--- src/rtl/tmr_phase_gen_if.sv ---
// tmr_phase_gen_if: control inputs and voted outputs of the redundant phase generator.
//   EN         per-channel advance pulse
//   FORCE_SYNC load every channel with the voted state
//   CLR_FAULT  clear sticky fault flags and error counter
//   PHASE_O    one-hot voted phase
//   BIT_O      voted bit-time index
//   WORD_STB   one-cycle pulse after each word wrap
//   MISCMP     some channel disagreed with the vote last cycle
//   FAULT      sticky per-channel disagreement flags
//   ERR_CNT    saturating count of mismatch cycles
interface tmr_phase_gen_if #(
    parameter int CHANNELS = 3,
    parameter int PHASES   = 4,
    parameter int BITS     = 14,
    parameter int ERR_W    = 8
);
    localparam int BW = $clog2(BITS);
    logic [CHANNELS-1:0] EN;
    logic                FORCE_SYNC;
    logic                CLR_FAULT;
    logic [PHASES-1:0]   PHASE_O;
    logic [BW-1:0]       BIT_O;
    logic                WORD_STB;
    logic                MISCMP;
    logic [CHANNELS-1:0] FAULT;
    logic [ERR_W-1:0]    ERR_CNT;
    modport master (
        output EN, FORCE_SYNC, CLR_FAULT,
        input  PHASE_O, BIT_O, WORD_STB, MISCMP, FAULT, ERR_CNT
    );
    modport slave (
        input  EN, FORCE_SYNC, CLR_FAULT,
        output PHASE_O, BIT_O, WORD_STB, MISCMP, FAULT, ERR_CNT
    );
endinterface

--- src/rtl/tmr_phase_gen.sv ---
// tmr_phase_gen: N-way redundant phase/bit-time counter with bitwise majority vote.
//   CLK      system clock, rising edge
//   RESET_N  asynchronous active-low reset
//   bus      slave side of tmr_phase_gen_if (EN, FORCE_SYNC, CLR_FAULT in;
//            PHASE_O, BIT_O, WORD_STB, MISCMP, FAULT, ERR_CNT out)
module tmr_phase_gen #(
    parameter int CHANNELS = 3,
    parameter int PHASES   = 4,
    parameter int BITS     = 14,
    parameter int ERR_W    = 8
) (
    input  logic           CLK,
    input  logic           RESET_N,
    tmr_phase_gen_if.slave bus
);
    localparam int PW = $clog2(PHASES);
    localparam int BW = $clog2(BITS);

    logic [PW-1:0]       ph [CHANNELS];
    logic [BW-1:0]       bt [CHANNELS];
    logic [PW-1:0]       v_ph, n_ph;
    logic [BW-1:0]       v_bt, n_bt;
    logic                ph_top, adv, wrap;
    logic [CHANNELS-1:0] mm;
    logic                word_stb, miscmp;
    logic [CHANNELS-1:0] fault;
    logic [ERR_W-1:0]    err_cnt;

    // Bitwise majority: each voted bit is set when more than half the channels set it.
    for (genvar b = 0; b < PW; b++) begin : g_vote_ph
        logic [CHANNELS-1:0] col;
        for (genvar c = 0; c < CHANNELS; c++) begin : g_col
            assign col[c] = ph[c][b];
        end
        assign v_ph[b] = $countones(col) > CHANNELS / 2;
    end
    for (genvar b = 0; b < BW; b++) begin : g_vote_bt
        logic [CHANNELS-1:0] col;
        for (genvar c = 0; c < CHANNELS; c++) begin : g_col
            assign col[c] = bt[c][b];
        end
        assign v_bt[b] = $countones(col) > CHANNELS / 2;
    end

    // Successor of the voted state; out-of-range fields collapse to zero.
    assign ph_top = int'(v_ph) == PHASES - 1;
    assign n_ph   = (int'(v_ph) >= PHASES - 1) ? '0 : v_ph + PW'(1);
    assign n_bt   = (int'(v_bt) >= BITS || (ph_top && int'(v_bt) == BITS - 1)) ? '0
                  : v_bt + BW'(ph_top);

    assign adv  = ($countones(bus.EN) > CHANNELS / 2) && !bus.FORCE_SYNC;
    assign wrap = adv && ph_top && int'(v_bt) == BITS - 1;

    for (genvar c = 0; c < CHANNELS; c++) begin : g_mm
        assign mm[c] = (ph[c] != v_ph) || (bt[c] != v_bt);
    end

    always_ff @(posedge CLK or negedge RESET_N) begin
        if (!RESET_N) begin
            for (int c = 0; c < CHANNELS; c++) begin
                ph[c] <= '0;
                bt[c] <= '0;
            end
            word_stb <= 1'b0;
            miscmp   <= 1'b0;
            fault    <= '0;
            err_cnt  <= '0;
        end else begin
            // Every channel advances from the vote, so a lagging channel heals on its next tick.
            for (int c = 0; c < CHANNELS; c++) begin
                if (bus.FORCE_SYNC) begin
                    ph[c] <= v_ph;
                    bt[c] <= v_bt;
                end else if (bus.EN[c]) begin
                    ph[c] <= n_ph;
                    bt[c] <= n_bt;
                end
            end
            word_stb <= wrap;
            miscmp   <= |mm;
            fault    <= mm | (fault & ~{CHANNELS{bus.CLR_FAULT}});
            err_cnt  <= bus.CLR_FAULT ? ERR_W'(|mm)
                      : (&err_cnt) ? err_cnt : err_cnt + ERR_W'(|mm);
        end
    end

    assign bus.PHASE_O  = PHASES'(1) << v_ph;
    assign bus.BIT_O    = v_bt;
    assign bus.WORD_STB = word_stb;
    assign bus.MISCMP   = miscmp;
    assign bus.FAULT    = fault;
    assign bus.ERR_CNT  = err_cnt;
endmodule
--- src/flat_wrapper.sv ---
// flat-port wrapper written by rule: the top's interface ports become plain ports
module tmr_phase_gen_flat 
#(
    parameter int CHANNELS = 3,
    parameter int PHASES   = 4,
    parameter int BITS     = 14,
    parameter int ERR_W    = 8
)
  (CLK, RESET_N, bus_EN, bus_FORCE_SYNC, bus_CLR_FAULT, bus_PHASE_O, bus_BIT_O, bus_WORD_STB, bus_MISCMP, bus_FAULT, bus_ERR_CNT);
  tmr_phase_gen_if #(.CHANNELS(CHANNELS), .PHASES(PHASES), .BITS(BITS), .ERR_W(ERR_W)) bus_i ();
  input  logic CLK;
  input  logic RESET_N;
  input wire logic [$bits(bus_i.EN)-1:0] bus_EN;
  input wire logic [$bits(bus_i.FORCE_SYNC)-1:0] bus_FORCE_SYNC;
  input wire logic [$bits(bus_i.CLR_FAULT)-1:0] bus_CLR_FAULT;
  output wire logic [$bits(bus_i.PHASE_O)-1:0] bus_PHASE_O;
  output wire logic [$bits(bus_i.BIT_O)-1:0] bus_BIT_O;
  output wire logic [$bits(bus_i.WORD_STB)-1:0] bus_WORD_STB;
  output wire logic [$bits(bus_i.MISCMP)-1:0] bus_MISCMP;
  output wire logic [$bits(bus_i.FAULT)-1:0] bus_FAULT;
  output wire logic [$bits(bus_i.ERR_CNT)-1:0] bus_ERR_CNT;
  assign bus_i.EN = bus_EN;
  assign bus_i.FORCE_SYNC = bus_FORCE_SYNC;
  assign bus_i.CLR_FAULT = bus_CLR_FAULT;
  assign bus_PHASE_O = bus_i.PHASE_O;
  assign bus_BIT_O = bus_i.BIT_O;
  assign bus_WORD_STB = bus_i.WORD_STB;
  assign bus_MISCMP = bus_i.MISCMP;
  assign bus_FAULT = bus_i.FAULT;
  assign bus_ERR_CNT = bus_i.ERR_CNT;
  tmr_phase_gen #(.CHANNELS(CHANNELS), .PHASES(PHASES), .BITS(BITS), .ERR_W(ERR_W)) u_core (.CLK(CLK), .RESET_N(RESET_N), .bus(bus_i));
endmodule
--- config.mk ---
export PLATFORM = sky130hd
export DESIGN_NAME = tmr_phase_gen_flat
export DESIGN_NICKNAME = d
export VERILOG_FILES = /design/src/rtl/tmr_phase_gen_if.sv /design/src/rtl/tmr_phase_gen.sv /design/src/flat_wrapper.sv
export SDC_FILE = /design/constraint.sdc
export NUM_CORES = 1
export LEC_CHECK = 0
export ABC_AREA = 0
export CORE_MARGIN = 2
export CORE_UTILIZATION = 50
export CTS_CLUSTER_DIAMETER = 150
export CTS_CLUSTER_SIZE = 8
export DETAILED_ROUTE_END_ITERATION = 12
export DONT_BUFFER_PORTS = 1
export GPL_TIMING_DRIVEN = 0
export HOLD_SLACK_MARGIN = 0.1
export PLACE_DENSITY_LB_ADDON = 0.15
export SYNTH_ARGS = -nofsm -noshare
export SYNTH_HDL_FRONTEND = slang
export SYNTH_SLANG_ARGS = --single-unit
--- constraint.sdc ---
create_clock -name CLK -period 2.8 [get_ports CLK]
set_input_delay 0.56 -clock CLK [delete_from_list [all_inputs] [get_ports CLK]]
set_output_delay 0.56 -clock CLK [all_outputs]
set_load 0.01 [all_outputs]
==> results of run 1 <==
-- area by class of cell --
type                    count  share of cell area
clock inverters             1            0.002137
flip-flops and latches     31              0.3317
plain buffers               9             0.01496
clock buffers               6             0.03526
inverters                  14             0.02244
repair buffers             15             0.05502
multi-input cells         146              0.5128
well taps                  48             0.02564
-- flip-flops by register name, summed over array words and instances, names as in the netlist --
name,flops
u_core.bus.FAULT,3
u_core.g_vote_ph.col,6
u_core.bus.MISCMP,1
u_core.bt,12
u_core.bus.WORD_STB,1
u_core.bus.ERR_CNT,8
-- routing by layer --
layer | part of all wire | wire length, µm
met4 | 0.012 | 56
met3 | 0.080 | 367
met2 | 0.49 | 2237
met5 | 0 | 0
met1 | 0.42 | 1905
-- critical path, stage by stage, from the launching register on --
cell and delay, ns:
dfrtp_1 0.42, ha_1 0.37, a21oi_4 0.24, inv_2 0.12, xnor2_1 0.16, nand3_1 0.13
or3_4 0.43, ha_4 0.18, ha_4 0.16, nand2_4 0.08, nor3b_4 0.05, xnor2_1 0.15
nor2_1 0.07
-- power by group --
group | internal (µW) | leakage (µW) | switching (µW) | total [µW]
sequential | 568 | 0.000379 | 157 | 725
clock | 192 | 0.0000470 | 159 | 352
combinational | 662 | 0.000558 | 809 | 1470
total | 1420 | 0.000984 | 1120 | 2550
-- metrics by stage --
step	utilization	setup slack [ns]	hold WS, ns	std cells
floorplan	-	0.1565	0.2644	200
global placement	0.5393	-0.1354	0.2651	248
detailed placement	0.5393	-0.1486	0.2653	248
CTS	0.5902	0.0003819	0.1053	262
global route	0.6350	-0.01085	0.1048	270
finish	0.6350	0.1194	0.09574	270
-- cell usage after synthesis, types with 2 or more instances --
master,n,area [µm²]
nor2b_1,8,50.05
a311oi_1,6,52.55
nor3b_1,2,15.01
nand4_1,2,12.51
clkbuf_1,7,26.28
ha_1,15,187.7
inv_1,12,45.04
a21o_1,2,15.01
mux2i_1,3,30.03
mux2_2,3,33.78
nand3_1,6,30.03
a22oi_1,2,15.01
xor2_1,3,26.28
nor2_1,22,82.58
dfrtp_1,31,775.7
nor4_1,2,12.51
inv_2,2,7.510
o22ai_1,4,25.02
xnor2_1,12,105.1
o21ai_0,7,35.03
a21oi_2,3,26.28
or3_1,3,18.77
a211oi_1,3,22.52
nand2_1,7,26.28
a21oi_4,3,48.80
a21oi_1,16,80.08
-- cells by family (layout without fill, tap and decap cells) --
| kind of cell | Yosys count | count (layout) |
|---|---|---|
| AO/OA/AOI/OAI | 54 | 54 |
| XOR/XNOR | 15 | 15 |
| adder cells (fa/ha/maj) | 15 | 15 |
| buffers and inverters | 23 | 45 |
| flip-flops | 31 | 31 |
| multiplexers | 6 | 6 |
| AND/OR/NAND/NOR | 56 | 56 |
-- worst paths after layout --
| kind | start | endpoint | slack [ns] | depth (start not counted) |
|---|---|---|---|---|
| worst max-delay path | u_core.bt[4] | u_core.bus.ERR_CNT[4] | 0.12 | 12 |
| worst min-delay path | RESET_N | u_core.bus.ERR_CNT[5] | 0.1 | 1 |
| worst max register to register | u_core.bt[4] | u_core.bus.ERR_CNT[4] | 0.12 | 12 |
| worst min register to register | u_core.bus.FAULT[2] | u_core.bus.FAULT[2] | 0.55 | 1 |
| max in group asynchronous | RESET_N | u_core.bt[7] | 2.51 | 1 |
| min in group CLK | u_core.bus.FAULT[2] | u_core.bus.FAULT[2] | 0.55 | 1 |
-- timing repair --
item / in CTS / in global routing
pin swaps: 7 / 10
endpoints found under the setup margin: 6 / 8
hold endpoints to repair: 31 / 0
resized for setup: 4 / 17
buffers inserted: 6 / 8
hold buffers: 1 / 0
==> impl_metrics.csv, run 1 <==
group,metric,value,unit
run_status,status,"finished, final reports clean",
synthesis,ys_warn_count,0,
power,p_per_area,1088,nW/µm²
synthesis,async_reset_ff_frac,1.000,
synthesis,synthSimpleGateAreaFrac,0.1459,
global_route,grt_max_degree,32,
worst_setup_path,worst-setup-path-type,"flop to flop",
worst_setup_path,required,2.96,ns
synthesis,synth_nets,222,
timing,fmax,373.1,MHz
detailed_routing,drt_iter0_drc,76,
timing,totalNegativeSetupSlack,0,ns
detailed_routing,drtAntennaViolNets,0,
synthesis,syn_area,1929,µm²
synthesis,synth-seq-cells,31,
synthesis,synth_edf_count,0,
worst_setup_path,cp_max_fo,5,
placed_design,placed_area,1989,µm²
clock_tree,clk_pin_slew,0.06,ns
timing,setup_viol,0,
cells_and_area,nFillCells,307,
global_route,met3_usage,0.06303,
timing,finalClockSkew,0.002935,ns
clock_tree,cts.sinks,31,
global_route,grt_pass1_wl,7334,µm
floorplanning,rows,22,
global_route,use_met2,0.3888,
worst_setup_path,crit_path_start_kind,"flop",
placed_design,io_buffers,0,
timing,post-route-period-util,0.9574,
floorplanning,start_util,0.5231,
synthesis,synth_cells,200,
timing,period_needed,2.681,ns
timing,tightest_slew,0.6167,ns
detailed_routing,drt_first_pass_iters,4,
global_route,top_usage_layer,"met2",
hold_path,hold_path_class,"input pin to async pin",
floorplanning,die_h,66.12,µm
clock_tree,cts_tree,"done",
synthesis,ys.flop_type,"dfrtp_1",
worst_setup_path,crit_path_end_kind,"flop",
global_route,grtUsageMet1,0.2573,
worst_setup_path,worstPathArrival,2.84,ns
global_route,grt_use_total,0.2219,
timing,finalHoldViolCount,0,
timing,slew_viol_final,0,
synthesis,ys_seq_area_frac,0.4021,
clock_tree,cts_buffer_depth,2,
cells_and_area,final_common_cell,"dfrtp_1",
floorplanning,dieArea,4372,µm²
clock_tree,htree_levels,2,
clock_tree,cts_buffers,5,
power,ir_worst_vdd,491.8,µV
floorplanning,fp.coreArea,3689,µm²
synthesis,synth_xor_area_frac,0.06809,
detailed_routing,routed_via_density,5.874,
placed_design,dp_hpwl,3138,µm
synthesis,synthAdderAreaFrac,0.09728,
synthesis,synth_compound_area_frac,0.2082,
floorplanning,die_x,66.12,µm
synthesis,synth_top_family_by_area,"compound AO/OA/AOI/OAI gates",
detailed_routing,vias,1586,
synthesis,avgSynthCellArea,9.647,µm²
cells_and_area,area_growth,21.40,%
clock_tree,clkLatencyLatePin,0.28,ns
global_route,antenna_found_initial,0,
timing,relSlewSlack,0.5889,
flow_run,drv_cap,0,
clock_tree,root_buffer,"clkbuf_8",
cells_and_area,n_antenna_cell,0,
detailed_routing,drcViolationCount,0,
cells_and_area,drive_gt1_frac,0.2207,
timing,rsz0062_at_grt,"true",
detailed_routing,wl,4567,µm
cells_and_area,ff_latch_area,777.0,µm²
cells_and_area,final_area,2342,µm²
power,leakagePower,0.0009840,µW
synthesis,yosysUniqueCellTypes,40,
global_route,overflow,0,
cells_and_area,multi_input_area,1201,µm²
cells_and_area,layout_common_cells,"30 x dfrtp_1, 22 x nor2_1, 16 x a21oi_1",
placed_design,gp_congestion,0.8292,
global_route,grt_pass1_vias,1623,
detailed_routing,wl_per_cell,16.91,µm
power,power.total,2548,µW
floorplanning,io_pins,28,
cells_and_area,nets,244,
synthesis,synthMuxAreaShare,0.03307,
No activity file was read; power rests on OpenSTA's default activity.
==> run 2, diff against run 1 <==
--- a/config.mk
+++ b/config.mk
@@ -8,10 +8,10 @@
 export ABC_AREA = 0
 export CORE_MARGIN = 2
 export CORE_UTILIZATION = 50
-export CTS_CLUSTER_DIAMETER = 150
 export CTS_CLUSTER_SIZE = 8
 export DETAILED_ROUTE_END_ITERATION = 12
 export DONT_BUFFER_PORTS = 1
+export GPL_ROUTABILITY_DRIVEN = 0
 export GPL_TIMING_DRIVEN = 0
 export HOLD_SLACK_MARGIN = 0.1
 export PLACE_DENSITY_LB_ADDON = 0.15
==> results of run 2 <==
Same layout as run 1: the final DEF is identical, and so are final timing and power.
==> run 3, diff against run 2 <==
--- a/config.mk
+++ b/config.mk
@@ -5,7 +5,6 @@
 export SDC_FILE = /design/constraint.sdc
 export NUM_CORES = 1
 export LEC_CHECK = 0
-export ABC_AREA = 0
 export CORE_MARGIN = 2
 export CORE_UTILIZATION = 50
 export CTS_CLUSTER_SIZE = 8
==> results of run 3 <==
Same layout as run 1: the final DEF is identical, and so are final timing and power.
